$ cat config.mk
export PLATFORM = sky130hd
export DESIGN_NAME = touch_lock
export DESIGN_NICKNAME = d
export VERILOG_FILES = /design/src/rtl/touch_lock.sv
export SDC_FILE = /design/constraint.sdc
export NUM_CORES = 1
export LEC_CHECK = 0
export BUFFER_PORTS_ARGS = -buffer_cell sky130_fd_sc_hd__buf_2
export CORE_MARGIN = 4
export CORE_UTILIZATION = 30
export CTS_CLUSTER_SIZE = 20
export DETAILED_ROUTE_END_ITERATION = 6
export GPL_TIMING_DRIVEN = 0
export HOLD_SLACK_MARGIN = 0.08
export PLACE_DENSITY = 0.53
export SETUP_SLACK_MARGIN = 0.4
export SYNTH_ARGS = -nofsm -noshare
export SYNTH_HDL_FRONTEND = slang
export SYNTH_SLANG_ARGS = --single-unit
$ cat constraint.sdc
create_clock -name cclk -period 4.23 [get_ports cclk]
set_clock_uncertainty 0.2 [all_clocks]
set_input_delay 0.423 -clock cclk [delete_from_list [all_inputs] [get_ports cclk]]
set_output_delay 0.423 -clock cclk [all_outputs]
set_load 0.1 [all_outputs]
$ cat src/rtl/touch_lock.sv
// rtl/touch_lock.sv - debounced touch sampler with frame-synchronised coordinate lock
// Optional TOUCH_LOCK_AVG_EN: average four pressed TRACK samples before updating pending.
module touch_lock #(
  parameter int         SAMPLE_DIV = 100000,
  parameter logic [8:0] Z_THRESH   = 9'd16,
  parameter int         DEBOUNCE_N = 4
) (
  input  logic       cclk,
  input  logic       rstb,
  input  logic [8:0] touch_x,
  input  logic [8:0] touch_y,
  input  logic [8:0] touch_z,
  input  logic       new_frame,
  output logic [8:0] locked_touch_x,
  output logic [8:0] locked_touch_y,
  output logic       touch_valid,
  output logic       pen_down
);

  localparam int         TW   = (SAMPLE_DIV > 2) ? $clog2(SAMPLE_DIV) : 1;
  localparam logic [3:0] DB_N = 4'(DEBOUNCE_N);

  typedef enum logic [1:0] {IDLE, PRESS_DB, TRACK, REL_DB} state_t;

  state_t          state;
  logic [3:0]      cnt;
  logic [TW-1:0]   tick_cnt;
  logic            tick;
  logic            pressed;
  logic            capture;
  logic            cap_valid;
  logic [8:0]      cap_x;
  logic [8:0]      cap_y;
  logic [8:0]      pending_x;
  logic [8:0]      pending_y;
  logic            pending_valid;
  logic [2:0]      frame_sync;
  logic            frame_edge;

  assign tick    = (tick_cnt == TW'(SAMPLE_DIV - 1));
  assign pressed = (touch_z > Z_THRESH);
  // Capture uses the state before this tick, so the entry tick into TRACK never captures.
  assign capture = tick && pressed && (state == TRACK);

  always_ff @(posedge cclk or negedge rstb) begin
    if (!rstb) begin
      tick_cnt <= '0;
    end else if (tick) begin
      tick_cnt <= '0;
    end else begin
      tick_cnt <= tick_cnt + TW'(1);
    end
  end

  always_ff @(posedge cclk or negedge rstb) begin
    if (!rstb) begin
      state    <= IDLE;
      cnt      <= 4'd0;
      pen_down <= 1'b0;
    end else if (tick) begin
      case (state)
        IDLE: begin
          if (pressed) begin
            if (DB_N == 4'd1) begin
              state    <= TRACK;
              cnt      <= 4'd0;
              pen_down <= 1'b1;
            end else begin
              state <= PRESS_DB;
              cnt   <= 4'd1;
            end
          end
        end
        PRESS_DB: begin
          if (!pressed) begin
            state <= IDLE;
            cnt   <= 4'd0;
          end else if (cnt + 4'd1 == DB_N) begin
            state    <= TRACK;
            cnt      <= 4'd0;
            pen_down <= 1'b1;
          end else begin
            cnt <= cnt + 4'd1;
          end
        end
        TRACK: begin
          if (!pressed) begin
            if (DB_N == 4'd1) begin
              state    <= IDLE;
              cnt      <= 4'd0;
              pen_down <= 1'b0;
            end else begin
              state <= REL_DB;
              cnt   <= 4'd1;
            end
          end
        end
        REL_DB: begin
          if (pressed) begin
            state <= TRACK;
            cnt   <= 4'd0;
          end else if (cnt + 4'd1 == DB_N) begin
            state    <= IDLE;
            cnt      <= 4'd0;
            pen_down <= 1'b0;
          end else begin
            cnt <= cnt + 4'd1;
          end
        end
        default: begin
          state    <= IDLE;
          cnt      <= 4'd0;
          pen_down <= 1'b0;
        end
      endcase
    end
  end

`ifdef TOUCH_LOCK_AVG_EN
  logic [10:0] sum_x;
  logic [10:0] sum_y;
  logic [1:0]  acc_n;
  logic [10:0] total_x;
  logic [10:0] total_y;

  assign total_x   = sum_x + 11'(touch_x);
  assign total_y   = sum_y + 11'(touch_y);
  assign cap_valid = capture && (acc_n == 2'd3);
  assign cap_x     = total_x[10:2];
  assign cap_y     = total_y[10:2];

  always_ff @(posedge cclk or negedge rstb) begin
    if (!rstb) begin
      sum_x <= '0;
      sum_y <= '0;
      acc_n <= '0;
    end else if (state != TRACK || cap_valid) begin
      sum_x <= '0;
      sum_y <= '0;
      acc_n <= '0;
    end else if (capture) begin
      sum_x <= total_x;
      sum_y <= total_y;
      acc_n <= acc_n + 2'd1;
    end
  end
`else
  assign cap_valid = capture;
  assign cap_x     = touch_x;
  assign cap_y     = touch_y;
`endif

  always_ff @(posedge cclk or negedge rstb) begin
    if (!rstb) begin
      frame_sync <= '0;
    end else begin
      frame_sync <= {frame_sync[1:0], new_frame};
    end
  end

  assign frame_edge = frame_sync[1] & ~frame_sync[2];

  // A capture coinciding with frame_edge bypasses pending so the display never shows a stale point.
  always_ff @(posedge cclk or negedge rstb) begin
    if (!rstb) begin
      pending_x      <= '0;
      pending_y      <= '0;
      pending_valid  <= 1'b0;
      locked_touch_x <= '0;
      locked_touch_y <= '0;
      touch_valid    <= 1'b0;
    end else begin
      if (cap_valid) begin
        pending_x <= cap_x;
        pending_y <= cap_y;
      end
      if (frame_edge) begin
        if (cap_valid) begin
          locked_touch_x <= cap_x;
          locked_touch_y <= cap_y;
        end else if (pending_valid) begin
          locked_touch_x <= pending_x;
          locked_touch_y <= pending_y;
        end
        touch_valid   <= pen_down;
        pending_valid <= 1'b0;
      end else if (cap_valid) begin
        pending_valid <= 1'b1;
      end
    end
  end

endmodule

==> summary.md <==
| Metric | Value |
|---|---|
| Max-Cap Viols | 0 |
| Cell with the most instances after synthesis | dfrtp_1 |
| H-tree levels | 3 |
| Final-report max-slew violation count | 0 |
| DR iter-0 viols | 152 |
| FP Rows | 36 |
| Synthesized instance count | 289 |
| Mapped Nets | 322 |
| Peak Freq | 386.5 MHz |
| First-pass GRT wire length | 12360 microns |
| Final hold viol count | 0 |
| Final #Nets | 384 |
| Fillers | a little under 1000 |
| Via density per instance | 4.996 |
| Post-route setup slack | 1.643 ns |
| RePlAce Congestion | 0.7210 |
| Cell Area, Synth | between 3000 and 4000 sq um |
| Vias in the first global route | about 2500 |
| Worst min-delay path class | primary input to flop |
| Worst-path clk slew | roughly 0.08 ns |
| Final period util | 0.6117 |
| Post-Route WL | between 7000 and 8000 microns |
| Area Growth Syn to Fin | 21.34% |
| Post-layout instance area | 3771 sq um |
| Synth cell count leaders | dfrtp_1, nand4_1, nand2_1 |
| Initial core utilization | 0.3136 |
| Post-synth top area cell | dfrtp_1 |
| Core Area | 9910 sq um |
| Number of inserted diodes | 0 |
| Ratio of cells with drive above 1 in the final layout | 0.2303 |
| Status | complete, no violations |
| Root buf cell | clkbuf_8 |
| RSZ-0062 raised after global routing | false |
| CP endpoint kind | flop |
| Power Dens Cells | 342.1 nW/um^2 |
| Final hold slack | 0.1023 ns |
| Worst VDD drop | 0.1101 mV |
| Post-CTS setup buffers | 0 |
| Placed Cells | 471 |
| Synth Flop Type | dfrtp_1 |
| GRT Residual Overflow | 0 |
| # IOs | 50 |
| Maximum clock path buffer count | 2 |
| DRC Markers | 0 |
| DP Wirelength | 5017 microns |
| Number of flops mapped to enable cells by yosys | 0 |
| Die area | 12050 sq um |
| Setup TNS Final | 0 ns |
| Crit path max fanout | 10 |
| Clk sinks | 65 |
| Worst endpoint required time | 4.31 ns |
| Average size of a mapped cell | 10.75 sq um |
| Slew margin rel. | 0.4420 |
| Area after DPL | 3522 sq um |
| Worst Setup Path Type | flop to flop |
| Total GRT Usage | 0.1318 |
| Largest cells by area after synthesis | dfrtp_1, nand4_1, nand3b_1 |
| Post-synth top area share | 0.5233 |
| WL per Instance | approximately 15 microns |
| Synthesized flop and latch total | 65 |
| Post-DRT Antenna Nets | 0 |
| Worst skew pair latency | 0.34 ns |
| Leakage | 1.711 nW |
| Synth warn | 0 |
| Width of the chip | approximately 110 microns |
| Crit path DAT | 2.67 ns |
| Largest net degree at the start of global routing | 66 |
| Vias | 2443 |
| Pre-CTS WS | around 1.6 ns |
| Worst-Margin Slew | around 0.84 ns |
| CTS tree | built |
| Sequential area share after synthesis | 0.5233 |
| CTS Buf Count | 9 |
| Post-synth ARST share | 1.000 |
| Synth cell types | 38 |
| Final setup violation count | 0 |
| Chip height | ~110 microns |
| Setup crit start kind | flop |
| Fin crit period | 2.587 ns |
| Initial antenna violation count | 0 |
| Count of input and output buffers | between 40 and 50 |
| TritonRoute pass-1 iters | 4 |
| Final Non-Filler Cells | 489 |
==> where the power goes <==
part           leakage (nW)  switching (mW)  internal, mW  total, mW
sequential            0.780         0.00122         0.623      0.625
clock                 0.105           0.259         0.349      0.608
combinational         0.826          0.0407        0.0165     0.0572
==> cell usage in the layout (no fill, tap or decap), types with 2 or more instances in the layout <==
cell	netlist	layout
a31oi_1	2	2
a32o_1	2	2
and3_1	4	4
and4_1	3	3
buf_1	3	3
buf_2	2	50
buf_4	2	3
bufinv_16	0	2
clkbuf_1	11	11
clkbuf_8	0	10
clkinvlp_4	0	3
dfrtp_1	65	65
dlygate4sd3_1	0	2
ha_1	3	3
inv_1	3	3
mux2_1	10	10
mux2_2	5	5
mux2_4	4	4
nand2_1	31	31
nand2b_1	2	2
nand3_1	26	26
nand3b_1	18	18
nand4_1	40	40
nor2_1	13	13
nor2b_1	4	4
o211ai_1	2	2
o21ai_0	4	4
or4b_1	2	2
xnor2_1	7	7
xor2_1	9	9
==> critical path, stage by stage (launching register included) <==
cell and delay [ns]:
dfrtp_1 0.40, or4b_4 0.57, nor4_4 0.45, and4_1 0.23
buf_2 0.24, buf_4 0.23, nand3_1 0.10, nand4_1 0.09
==> per-layer routing <==
layer  GRT usage  vias to the layer above  routed length (microns)
met3     0.03993                       10                      352
met4     0.03918                        0                       93
met1      0.1618                     1205                     3431
met2      0.2218                       46                     3506
met5           0                        -                        0
li1            -                     1182                        -
==> timing repair <==
item                                   4_1_cts  5_1_grt
resized for setup                            0        0
endpoints found under the hold margin       66        0
hold buffers                                 2        0
==> flip-flops by register name (all words and copies together), names as in the netlist, named ones only <==
| signal | flops |
|---|---|
| state | 1 |
| pending_valid | 1 |
| touch_valid | 1 |
| cnt | 4 |
| tick_cnt | 17 |
| pen_down | 1 |
| pending_y | 9 |
| locked_touch_x | 9 |
| frame_sync | 3 |
| locked_touch_y | 9 |
| pending_x | 9 |
==> metrics by stage <==
stage | power, mW | utilization
floorplan | 0.6583 | -
global placement | 0.6936 | 0.3552
detailed placement | 0.6940 | 0.3554
CTS | 1.309 | 0.3806
global route | 1.350 | 0.3806
finish | 1.290 | 0.3806
==> final timing paths <==
| path | start | end | slack (ns) | depth (start not counted) |
|---|---|---|---|---|
| min in group asynchronous | rstb | locked_touch_x[4] | 0.52 | 2 |
| worst min register to register | frame_sync[0] | frame_sync[1] | 0.15 | 0 |
| worst min-delay path | touch_y[3] | pending_y[3] | 0.10 | 2 |
| max in group asynchronous | rstb | locked_touch_y[4] | 2.76 | 2 |
| worst max-delay path | tick_cnt[12] | locked_touch_y[8] | 1.64 | 7 |
| worst max register to register | tick_cnt[12] | locked_touch_y[8] | 1.64 | 7 |
==> area by class of cell <==
type / instances / area, sq um / area share
clock inverters: 6 / 91.34 / 0.02422
well taps: 133 / 166.4 / 0.04413
clock buffers: 10 / 137.6 / 0.03650
multi-input cells: 203 / 1393 / 0.3693
plain buffers: 18 / 77.57 / 0.02057
repair buffers: 51 / 267.8 / 0.07100
inverters: 3 / 11.26 / 0.002986
flip-flops and latches: 65 / 1627 / 0.4313
==> cells by family after synthesis <==
kind of cell | count (synthesis) | synth area share
compound gates | 14 | 0.03140
mux | 20 | 0.07689
buf+inv | 21 | 0.02858
xor+xnor | 16 | 0.04509
simple gates | 150 | 0.2826
fa+ha+maj | 3 | 0.01208
flops | 65 | 0.5233
No activity file was read; power rests on OpenSTA's default activity.
